--- src/rtl/pic_pkg.sv ---
// rtl/pic_pkg.sv - shared state, bit-position and decode constants for the command word sequencer
package pic_pkg;

   typedef enum logic [2:0] {
      WAIT_ICW1 = 3'd0,
      WAIT_ICW2 = 3'd1,
      WAIT_ICW3 = 3'd2,
      WAIT_ICW4 = 3'd3,
      READY     = 3'd4
   } seq_state_t;

   // D4 marks ICW1 on an A0=0 write; D4:D3 then split OCW2 from OCW3
   localparam int CMD_D4     = 4;
   localparam int CMD_D3     = 3;

   localparam int ICW1_IC4   = 0;
   localparam int ICW1_SNGL  = 1;
   localparam int ICW1_LTIM  = 3;

   localparam int ICW4_UPM   = 0;
   localparam int ICW4_AEOI  = 1;
   localparam int ICW4_BUF_LO = 2;
   localparam int ICW4_SFNM  = 4;

   localparam int OCW2_R     = 7;
   localparam int OCW2_SL    = 6;
   localparam int OCW2_EOI   = 5;

   localparam int OCW3_ESMM  = 6;
   localparam int OCW3_SMM   = 5;
   localparam int OCW3_P     = 2;
   localparam int OCW3_RR    = 1;
   localparam int OCW3_RIS   = 0;

   localparam logic [1:0] OCW2_TAG = 2'b00;
   localparam logic [1:0] OCW3_TAG = 2'b01;

   function automatic logic is_icw1(input logic a0, input logic [7:0] data);
      return !a0 && data[CMD_D4];
   endfunction

endpackage

--- src/rtl/write_strobe_detect.sv ---
// rtl/write_strobe_detect.sv - one-cycle accept per CPU write strobe
module write_strobe_detect (
   input  logic clock,
   input  logic reset_bar,
   input  logic write_bar,
   input  logic chip_select_bar,
   output logic accept
);

   logic strobe;
   logic strobe_q;

   assign strobe = ~write_bar & ~chip_select_bar;
   assign accept = strobe & ~strobe_q;

   // strobe_q resets high so a strobe held through reset release is not taken as new
   always_ff @(posedge clock) begin
      if (!reset_bar) strobe_q <= 1'b1;
      else            strobe_q <= strobe;
   end

endmodule

--- src/rtl/command_word_sequencer.sv ---
// rtl/command_word_sequencer.sv - ICW1..ICW4 initialization sequencer and OCW1..OCW3 register file
module command_word_sequencer
   import pic_pkg::*;
(
   input  logic       clock,
   input  logic       reset_bar,
   input  logic       chip_select_bar,
   input  logic       write_bar,
   input  logic       A0,
   input  logic [7:0] internal_bus,
   output logic       init_done,
   output logic [4:0] vector_base,
   output logic       level_triggered,
   output logic       single_mode,
   output logic       icw4_needed,
   output logic [7:0] cascade_config,
   output logic       microprocessor_mode,
   output logic       auto_eoi,
   output logic       special_fully_nested,
   output logic [1:0] buffered_mode,
   output logic [7:0] interrupt_mask,
   output logic       ocw2_pulse,
   output logic       ocw2_rotate,
   output logic       ocw2_specific,
   output logic       ocw2_eoi,
   output logic [2:0] ocw2_level,
   output logic       read_isr_select,
   output logic       special_mask_mode,
   output logic       poll_pulse
);

   seq_state_t state, next_state;
   logic accept;
   logic do_icw1, do_icw2, do_icw3, do_icw4, do_ocw1, do_ocw2, do_ocw3;

   write_strobe_detect u_strobe (
      .clock           (clock),
      .reset_bar       (reset_bar),
      .write_bar       (write_bar),
      .chip_select_bar (chip_select_bar),
      .accept          (accept)
   );

   assign init_done = (state == READY);

   always_comb begin
      next_state = state;
      do_icw1 = 1'b0;
      do_icw2 = 1'b0;
      do_icw3 = 1'b0;
      do_icw4 = 1'b0;
      do_ocw1 = 1'b0;
      do_ocw2 = 1'b0;
      do_ocw3 = 1'b0;
      if (accept && is_icw1(A0, internal_bus)) begin
         do_icw1    = 1'b1;
         next_state = WAIT_ICW2;
      end else if (accept) begin
         case (state)
            WAIT_ICW2: if (A0) begin
               do_icw2 = 1'b1;
               if (!single_mode)     next_state = WAIT_ICW3;
               else if (icw4_needed) next_state = WAIT_ICW4;
               else                  next_state = READY;
            end
            WAIT_ICW3: if (A0) begin
               do_icw3    = 1'b1;
               next_state = icw4_needed ? WAIT_ICW4 : READY;
            end
            WAIT_ICW4: if (A0) begin
               do_icw4    = 1'b1;
               next_state = READY;
            end
            READY: begin
               if (A0)                                            do_ocw1 = 1'b1;
               else if (internal_bus[CMD_D4:CMD_D3] == OCW2_TAG)  do_ocw2 = 1'b1;
               else if (internal_bus[CMD_D4:CMD_D3] == OCW3_TAG)  do_ocw3 = 1'b1;
            end
            default: ;
         endcase
      end
   end

   always_ff @(posedge clock) begin
      if (!reset_bar) state <= WAIT_ICW1;
      else            state <= next_state;
   end

   always_ff @(posedge clock) begin
      if (!reset_bar) begin
         vector_base          <= '0;
         level_triggered      <= 1'b0;
         single_mode          <= 1'b0;
         icw4_needed          <= 1'b0;
         cascade_config       <= '0;
         microprocessor_mode  <= 1'b0;
         auto_eoi             <= 1'b0;
         special_fully_nested <= 1'b0;
         buffered_mode        <= '0;
         interrupt_mask       <= '0;
         ocw2_pulse           <= 1'b0;
         ocw2_rotate          <= 1'b0;
         ocw2_specific        <= 1'b0;
         ocw2_eoi             <= 1'b0;
         ocw2_level           <= '0;
         read_isr_select      <= 1'b0;
         special_mask_mode    <= 1'b0;
         poll_pulse           <= 1'b0;
      end else begin
         ocw2_pulse <= do_ocw2;
         poll_pulse <= do_ocw3 & internal_bus[OCW3_P];
         if (do_icw1) begin
            level_triggered   <= internal_bus[ICW1_LTIM];
            single_mode       <= internal_bus[ICW1_SNGL];
            icw4_needed       <= internal_bus[ICW1_IC4];
            interrupt_mask    <= '0;
            read_isr_select   <= 1'b0;
            special_mask_mode <= 1'b0;
            // No ICW4 will follow, so its fields must not keep stale values
            if (!internal_bus[ICW1_IC4]) begin
               microprocessor_mode  <= 1'b0;
               auto_eoi             <= 1'b0;
               special_fully_nested <= 1'b0;
               buffered_mode        <= '0;
            end
         end
         if (do_icw2) vector_base    <= internal_bus[7:3];
         if (do_icw3) cascade_config <= internal_bus;
         if (do_icw4) begin
            microprocessor_mode  <= internal_bus[ICW4_UPM];
            auto_eoi             <= internal_bus[ICW4_AEOI];
            special_fully_nested <= internal_bus[ICW4_SFNM];
            buffered_mode        <= internal_bus[ICW4_BUF_LO+1:ICW4_BUF_LO];
         end
         if (do_ocw1) interrupt_mask <= internal_bus;
         if (do_ocw2) begin
            ocw2_rotate   <= internal_bus[OCW2_R];
            ocw2_specific <= internal_bus[OCW2_SL];
            ocw2_eoi      <= internal_bus[OCW2_EOI];
            ocw2_level    <= internal_bus[2:0];
         end
         if (do_ocw3) begin
            if (internal_bus[OCW3_RR])   read_isr_select   <= internal_bus[OCW3_RIS];
            if (internal_bus[OCW3_ESMM]) special_mask_mode <= internal_bus[OCW3_SMM];
         end
      end
   end

endmodule

--- config.mk ---
export PLATFORM = sky130hd
export DESIGN_NAME = command_word_sequencer
export DESIGN_NICKNAME = d
export VERILOG_FILES = /design/src/rtl/pic_pkg.sv /design/src/rtl/write_strobe_detect.sv /design/src/rtl/command_word_sequencer.sv
export SDC_FILE = /design/constraint.sdc
export NUM_CORES = 1
export LEC_CHECK = 0
export ABC_AREA = 1
export CAP_MARGIN = 10
export CORE_ASPECT_RATIO = 1.25
export CORE_MARGIN = 3
export CORE_UTILIZATION = 50
export DETAILED_ROUTE_END_ITERATION = 6
export PLACE_DENSITY = 0.84
export SYNTH_ARGS = -nofsm -noshare
export SYNTH_HDL_FRONTEND = slang
export SYNTH_SLANG_ARGS = --single-unit
--- constraint.sdc ---
create_clock -name clock -period 1.95 [get_ports clock]
set_clock_uncertainty 0.15 [all_clocks]
set_input_delay 0.195 -clock clock [delete_from_list [all_inputs] [get_ports clock]]
set_output_delay 0.195 -clock clock [all_outputs]
set_load 0.01 [all_outputs]
==> After elaboration in Yosys (flattened, before gate mapping) <==
Cells that the tools add are included.
{ "totals": {"word_cells": 102, "mem_bits_ro": 0, "register_bits": 43, "latchBits": 0, "in_bits": 13, "ramBits": 0, "n_memories": 0, "output_inout_bits": 40} }
{ "classes": {"magnitude_cmp": 0, "n_mul": 0, "addsub": 0, "reduce_logical": 13, "eq_ne": 12, "n_div": 0, "bitwise": 7, "mux": 49, "shifts": 0} }
{ "op_table": {"columns": ["operator", "n"], "rows": [
  ["two-way mux 1 bit", 38],
  ["two-way mux 8 bit", 2],
  ["two-way mux 3 bit", 5],
  ["AND reduction 5 bit", 2],
  ["!= test 3 bit (second input constant)", 3],
  ["case mux 3 bit (3 select lines)", 1],
  ["== test 3 x 2 -> 1 bit (second input constant)", 2],
  ["two-way mux 2 bit", 3],
  ["!= test 2 bit (second input constant)", 3],
  ["nonzero test 2 bit", 3],
  ["NOT 1 bit", 4],
  ["nonzero test 4 bit", 1],
  ["bitwise AND 1 bit", 3],
  ["== test 3 x 1 -> 1 bit (second input constant)", 1],
  ["== test 3 bit (second input constant)", 1],
  ["nonzero test 3 bit", 1],
  ["== test 2 x 1 -> 1 bit (second input constant)", 1],
  ["logical AND 1 bit", 2],
  ["zero test 2 bit", 1],
  ["!= test 2 x 1 -> 1 bit (second input constant)", 1],
  ["AND reduction 2 bit", 1],
  ["OR reduction 2 bit", 1],
  ["zero test 1 bit", 1]
]} }

==> Depth between registers and ports, before layout <==
Gate-level depths: netlist of run 1.
{ "depth": {"depth_word": 8, "ltp_mapped": 8, "ltp_nobuf": 8} }

==> By module <==
Synthesis of run 1 repeated with hierarchy kept, for this count alone.
{ "hier_totals": {"hier_cells": 219, "hier_area_um2": 1709.1} }
{ "by_module_without_submodules": {"columns": ["module", "area_each_um2", "n_inst", "cells_per_inst", "seq_area_each_um2"], "rows": [
  ["command_word_sequencer", 1665.3, 1, 213, 840.8],
  ["write_strobe_detect", 43.8, 1, 6, 20.0]
]} }

==> Worst setup path before layout of run 1 <==
Ideal clock, no wire load.
{ "synth_timing": {"path_kind": "register to register", "start": "register state[1]", "end": "register ocw2_eoi", "stages_incl_launch_ff": 8, "required_ns": 1.687, "t_arrival_ns": 0.960, "setup_slack_ns": 0.727, "path_cell_list": "dfxtp_1 > inv_2 > nand3_4 > nor2_8 > nand2_4 > buf_6 > nor2_1 > nor2_1"} }
{ "synth_between": {"elab_chain_cells": 4} }
{ "synth_lines": {"columns": ["item", "line", "source"], "rows": [
  ["start: declaration", "command_word_sequencer.sv:32", "seq_state_t state, next_state;"],
  ["start signal: assignment", "command_word_sequencer.sv:86", "else state <= next_state;"],
  ["== test 3 bit", "command_word_sequencer.sv:59", "case (state)"],
  ["two-way mux 1 bit", "command_word_sequencer.sv:59", null],
  ["two-way mux 1 bit", "command_word_sequencer.sv:58", "end else if (accept) begin"],
  ["two-way mux 1 bit", "command_word_sequencer.sv:55", "if (accept && is_icw1(A0, internal_bus)) begin"],
  ["end signal: assignment", "command_word_sequencer.sv:139", "ocw2_eoi <= internal_bus[OCW2_EOI];"],
  ["end: declaration", "command_word_sequencer.sv:25", "output logic ocw2_eoi,"]
]} }
No other way between the ends.
A chain may end at the register's enable or synchronous reset.

==> Final worst setup path of run 1 <==
{ "layout_timing": {"start": "register state[1]", "end": "output port init_done"} }
{ "layout_between": {"elab_chain_cells": 1} }
{ "layout_lines": {"columns": ["item", "line", "source"], "rows": [
  ["== test 3 bit", "command_word_sequencer.sv:44", "assign init_done = (state == READY);"],
  ["end: declaration", "command_word_sequencer.sv:11", "output logic init_done,"]
]} }
No other way between the ends.

==> results of run 1 <==
==> sequential cells by signal, indices dropped and copies added, names as in the netlist, 2 cells and up <==
register,cells
cascade_config,8
interrupt_mask,8
state,3
vector_base,5
ocw2_level,3
buffered_mode,2
==> metrics by stage <==
step / hold WS, ns / std cells / setup slack [ns] / instance area, um2 / power, mW
2_1_floorplan: 0.180 / 243 / 0.727 / 1850 / 0.950
3_3_place_gp: 0.321 / 330 / 0.193 / 2390 / 1.00
3_5_place_dp: 0.325 / 330 / 0.164 / 2390 / 1.00
4_1_cts: 0.336 / 338 / 0.0819 / 2470 / 1.54
5_1_grt: 0.359 / 338 / 0.0150 / 2470 / 1.58
6_report: 0.334 / 338 / 0.0798 / 2470 / 1.54
==> routing by layer <==
metal	GRT usage (%)	wire [um]
met5	0	0
met4	11.6	158
met3	5.73	252
met2	34.6	2200
met1	27.7	1770
==> kinds of logic (layout without fill, tap and decap cells) <==
kind of cell           Yosys count  in the layout  share of synthesized area (%)
AO/OA/AOI/OAI                   33             33                           9.89
AND/OR/NAND/NOR                135            135                           35.5
buffers and inverters           32             88                           8.06
flip-flops                      43             43                           46.6
==> cells in the final DEF, fill, tap and decap left out, types with 2 or more instances in the layout <==
cell	n
clkdlybuf4s50_1	52
nor2_1	49
dfxtp_1	43
nand2_1	42
nand3_1	20
inv_1	16
a21oi_1	13
o21ai_1	12
inv_2	8
clkbuf_8	5
nand4_1	4
nand2_2	4
buf_4	4
nor2_4	3
nor2_2	3
nand2_4	3
o21ai_0	3
nand3_2	2
nor3_1	2
o21ai_2	2
a21oi_2	2
==> how the worst min path moves through the flow <==
stage                     depth (start not counted)                end  slack [ns]
final                                             2  interrupt_mask[1]        0.33
after global placement                            2     vector_base[2]        0.32
after CTS                                         2  interrupt_mask[1]        0.34
after floorplan                                   2  cascade_config[1]        0.18
after detailed placement                          2  interrupt_mask[1]        0.33
after global routing                              2  interrupt_mask[4]        0.36
==> power groups by stage <==
stage	registers (mW)	clock network, mW	logic (mW)
after global placement	0.904	0	0.0971
after CTS	0.884	0.561	0.0977
after detailed placement	0.904	0	0.0975
after global routing	0.884	0.594	0.105
after floorplan	0.905	0	0.0451
final	0.884	0.557	0.0979
==> worst register-to-register path: stages, from the launching register on <==
cell and delay [ns]:
dfxtp_1 0.47, nand3_1 0.11, nor2_1 0.13, nand2_2 0.12, inv_2 0.11, nand2_1 0.05
a21oi_1 0.15
==> layout make-up <==
cell class                      count  area [um2]
Clock buffer                        6        72.6
Clock inverter                      2        12.5
Fill cell                         313        1040
Inverter                           24        90.1
Multi-Input combinational cell    168         838
Sequential cell                    43         861
Tap cell                           39        48.8
Timing Repair Buffer               56         551
==> flow_summary.yaml, run 1 <==
cts:
  tritoncts_clock_tree: "yes"
  clk_path_buf_depth: 2
  cts_sinks: 43
  clk_transition_reported_paths_ns: 0.09
  cts.repair.resized: 0
  hold_buffers: 0
  numCtsBuffers: 5
  post_cts_buffers: 0
  cts_root_buffer: "clkbuf_8"
  htreeDepth: 2
  worstSkewPairLatency_ns: 0.30
floorplan:
  dieWidth_um: 60.4
  io_pins: 53
  core_region_area_um2: 3510
  die_area_um2: 4470
  die_h_um: 74.0
  initial_core_utilization_pct: 52.6
  placement_rows: 24
detailed_routing:
  detail_route.drc_violations: 0
  drtIter0Drc: 56
  avgViaCountPerCell: 5.20
  drt.antenna.violating_nets: 0
  wl_per_cell_um: 13.0
  first_pass_iters: 4
  totalWireLength_um: 4380
  dr_total_vias: 1759
worst_setup_path:
  reg2reg_from: "state[1]"
  critical_path.n_buffers_inverters: 3
  critPathTopFamily: "buffers and inverters"
  critPathLaunch: "state[1]"
  r2r_setup_slack_ns: 0.57
  crit_path_max_fanout: 7
  critical_path_cell_count: 4
  critical_path_arrival_ns: 1.53
  slowest_cp_cell: "clkdlybuf4s50_1"
  slowest_stage_delay_cp_ns: 0.53
  critical_path_required_ns: 1.60
  worst_setup_path_end_kind: "output port"
  timing.critical_path.cells: "inv_2 > nand3_4 > inv_2 > clkdlybuf4s50_1"
  regToRegEndpoint: "auto_eoi"
  worst-setup-path-type: "flop to output port"
  worst_path_most_repeated_cell: "inv_2"
  r2r.worst_path.cells: 6
  worstSetupStartpointType: "flop"
  critPathCapture: "init_done"
final_layout:
  syn_to_final_growth_pct: 33.9
  final_net_count: 311
  count_of_antenna_diodes_in_the_layout: 0
  fraction_of_final_layout_cells_with_drive_strength_greater_than_1_pct: 13.7
  postLayoutCoreUtil_pct: 70.4
grt:
  track_usage_pct: 22.1
  number_of_global_route_vias_before_repair: 1683
  grt_antenna_before_repair: 0
  grt_start_max_net_pins: 18
  global_route_wire_length_before_repair_um: 7420
  overflow: 0
pwr:
  worst_ir_drop_vdd_v: 0.000712
  power-per-cell-area_nw_per_um2: 622
  leakagePower_nw: 1.01
  sequentialPowerShare_pct: 57.4
  p_sw_share_pct: 24.0
  combPwrFrac_pct: 6.4
  power_switching_mw: 0.369
  clk_network_pwr_share_pct: 36.2
  cellInternalPower_mw: 1.17
yosys:
  synth.yosys.warnings: 0
  synthDistinctLibCells: 26
  dominantRegCellSynth: "dfxtp_1"
  ys_seq_elements: 43
  synth_area_per_cell_um2: 7.61
  part_of_the_yosys_area_used_for_sequential_elements_pct: 46.6
  post_synthesis_async_set_or_reset_flop_share_pct: 0
  post_synth_instance_area_um2: 1850
  synthMostInstantiatedCell: "nor2_1"
  yosys.area.top_type: "dfxtp_1"
  synth-edff-count: 0
  synth.net_count: 256
  synth.area.top_cells: "dfxtp_1 (47%), nor2_1 (10%), nand2_1 (8.5%)"
  post_synth_most_frequent_cells: "nor2_1 (49), dfxtp_1 (43), nand2_1 (42)"
  synthesis.instances: 243
  synth_top_area_share_pct: 46.6
timing:
  slew_violations: 0
  layout_min_cycle_time_ns: 1.87
  worst_max_slew_pin_slew_ns: 0.393
  finalSetupTns_ns: 0
  timing.fmax_ghz: 0.535
  setup_repair_after_global_routing_missed_its_margin: "no"
  setup_viol: 0
  hold_violations: 0
  maxSlewHeadroom_pct: 73.8
  final.period_utilization_pct: 95.9
run:
  maxCapViolations: 0
min_path:
  hp-class: "flop to flop"
  hold_path.startpoint: "interrupt_mask[1]"
placement:
  post-dp-hpwl_um: 3230
  buffers_on_ports: 52
  place_congestion: 0.836
status:
  status: "complete, no violations"
(Power assumes the default switching activity.)
==> run 2, diff against run 1 <==
--- a/config.mk
+++ b/config.mk
@@ -9,9 +9,11 @@
 export CAP_MARGIN = 10
 export CORE_ASPECT_RATIO = 1.25
 export CORE_MARGIN = 3
-export CORE_UTILIZATION = 50
+export CORE_UTILIZATION = 49
 export DETAILED_ROUTE_END_ITERATION = 6
 export PLACE_DENSITY = 0.84
+export SETUP_SLACK_MARGIN = 0.02
 export SYNTH_ARGS = -nofsm -noshare
 export SYNTH_HDL_FRONTEND = slang
+export SYNTH_HIERARCHICAL = 1
 export SYNTH_SLANG_ARGS = --single-unit
==> run 2 against run 1 <==
Sequential cell count is the same. Sequential share of layout area decreased by 0.20 points. Setup slack lost 0.016 ns. Global-route usage grew 1.9 points. Critical path depth increased by 8. Die area is 5.1% lower. Largest cell class unchanged. Via count up 3.5%. Critical path type is now flop to flop.
==> flow_summary.yaml, run 2 <==
placement:
  pre_cts_ws_ns: 0.0917
  place_area_um2: 2310
  place_congestion: 0.837
  post-dp-hpwl_um: 3240
  numPlacedInstances: 311
  buffers_on_ports: 52
worst_setup_path:
  crit_path_max_fanout: 4
  worst-setup-path-type: "flop to flop"
  worst_setup_path_end_kind: "flop"
  critical_path_arrival_ns: 1.94
  worstSetupStartpointType: "flop"
  r2r.worst_path.cells: 12
  critical_path_required_ns: 2.00
  r2r_setup_slack_ns: 0.06
detailed_routing:
  totalWireLength_um: 4950
  avgViaCountPerCell: 5.53
  first_pass_iters: 7
  drtIter0Drc: 122
  drt.antenna.violating_nets: 0
  wl_per_cell_um: 15.0
  dr_total_vias: 1820
  detail_route.drc_violations: 0
timing:
  worst_max_slew_pin_slew_ns: 0.464
  layout_min_cycle_time_ns: 1.89
  final.period_utilization_pct: 96.7
  maxSlewHeadroom_pct: 69.0
  timing.fmax_ghz: 0.530
  setup_viol: 0
  finalSetupTns_ns: 0
  worst_hold_slack_after_final_layout_ns: 0.320
  layout_setup_ws_ns: 0.0642
  slew_violations: 0
  hold_violations: 0
  setup_repair_after_global_routing_missed_its_margin: "no"
grt:
  global_route_wire_length_before_repair_um: 7710
  number_of_global_route_vias_before_repair: 1636
  track_usage_pct: 24.0
  grt_start_max_net_pins: 25
  overflow: 0
  grt_antenna_before_repair: 0
floorplan:
  initial_core_utilization_pct: 52.1
  die_area_um2: 4240
  io_pins: 53
  die_h_um: 72.0
  dieWidth_um: 58.8
  placement_rows: 23
  core_region_area_um2: 3280
cts:
  numCtsBuffers: 5
  clk_path_buf_depth: 2
  tritoncts_clock_tree: "yes"
  worstSkewPairLatency_ns: 0.30
  hold_buffers: 0
  clk_transition_reported_paths_ns: 0.08
  cts_root_buffer: "clkbuf_8"
  cts_sinks: 43
  htreeDepth: 2
pwr:
  sequentialPowerShare_pct: 53.2
  p_sw_share_pct: 21.5
  post-layout-total-power_mw: 1.65
  power_switching_mw: 0.355
  clk_network_pwr_share_pct: 40.4
  worst_ir_drop_vdd_v: 0.000606
  power-per-cell-area_nw_per_um2: 659
  combPwrFrac_pct: 6.4
  cellInternalPower_mw: 1.30
  leakagePower_nw: 0.946
final_layout:
  fraction_of_final_layout_cells_with_drive_strength_greater_than_1_pct: 14.7
  post_layout_nonfiller_instances: 329
  count_of_antenna_diodes_in_the_layout: 0
  final_design_instance_area_without_fill_um2: 2510
  syn_to_final_growth_pct: 46.9
  postLayoutCoreUtil_pct: 76.5
  layout_commonest_cell: "clkdlybuf4s50_1"
  largestRegisters: "cascade_config: 8 flops, interrupt_mask: 8 flops, vector_base: 5 flops"
  final_net_count: 305
  mostFrequentLayoutCells: "clkdlybuf4s50_1 (52), dfxtp_1 (41), nand2_1 (33)"
yosys:
  part_of_the_yosys_area_used_for_sequential_elements_pct: 50.4
  synthMostInstantiatedCell: "dfxtp_1"
  yosys.area.top_type: "dfxtp_1"
  post_synth_most_frequent_cells: "dfxtp_1 (43), nand2_1 (33), nor2_1 (32)"
  synth.net_count: 232
  synthesis.instances: 219
  synth-edff-count: 0
  synth_top_area_share_pct: 50.4
  post_synth_instance_area_um2: 1710
  dominantRegCellSynth: "dfxtp_1"
  synth.yosys.warnings: 6
  synth_area_per_cell_um2: 7.80
  ys_seq_elements: 43
  synth.area.top_cells: "dfxtp_1 (50%), nand2_1 (7.2%), nor2_1 (7.0%)"
  post_synthesis_async_set_or_reset_flop_share_pct: 0
  synthDistinctLibCells: 22
run:
  maxCapViolations: 0
min_path:
  hp-class: "flop to flop"
  min_delay_path_depth: 2
status:
  status: "complete, no violations"
==> run 2: cell count changes after synthesis, sizes merged <==
cell,delta
o21ai,+3
nor2,-18
inv,-10
buf,-5
a21oi,+8
o21bai,-1
nand2,-10
nor3,+5
clkinv,+3
a21boi,+1
==> run 2: worst paths after layout <==
| path | startpoint | endpoint |
|---|---|---|
| min reg2reg | vector_base[1] | vector_base[1] |
| min | vector_base[1] | vector_base[1] |
| max | state[0] | read_isr_select |
| max reg2reg | state[0] | read_isr_select |
==> run 2: what timing repair did <==
action,in CTS,in global routing
resized for setup,1,5
cloned,0,0
pin swaps,2,2
setup buffers,8,3
setup endpoints to repair,1,3
==> run 2: cells by family after synthesis <==
family | after synthesis | share of synthesized area (%)
flip-flops | 43 | 50.4
AO/OA/AOI/OAI | 44 | 13.0
buffers and inverters | 20 | 4.54
AND/OR/NAND/NOR | 112 | 32.1
==> run 2: area by class of cell <==
| type | instances | area (um2) |
|---|---|---|
| flip-flops and latches | 43 | 868 |
| multi-input cells | 156 | 778 |
| fillers | 234 | 771 |
| repair buffers | 69 | 648 |
| clock buffers | 6 | 72.6 |
| inverters | 17 | 66.3 |
| well taps | 37 | 46.3 |
| clock inverters | 1 | 30.0 |
==> run 2: power by group through the flow <==
stage / logic (mW) / registers, mW / clock network [mW]
floorplan: 0.0363 / 0.904 / 0
global placement: 0.0938 / 0.903 / 0
detailed placement: 0.0947 / 0.903 / 0
CTS: 0.101 / 0.883 / 0.672
global route: 0.113 / 0.881 / 0.702
finish: 0.106 / 0.881 / 0.668
==> run 2: layer usage <==
layer  vias up  global-route usage, %  routed length [um]
li1        877                      -                   -
met4         0                   13.6                 230
met3        18                   6.05                 448
met2        97                   39.4                2440
met1       828                   28.1                1830
met5         -                      0                   0
==> run 2: critical path: stages, from the launching register on <==
cell and delay (ns):
dfxtp_4 0.38, nor2_4 0.04, buf_4 0.13, buf_4 0.12, buf_4 0.12, buf_4 0.13, buf_4 0.12, buf_4 0.12
buf_4 0.12, nand3_1 0.10, nor2_2 0.07, a21oi_1 0.13, nor2_1 0.06
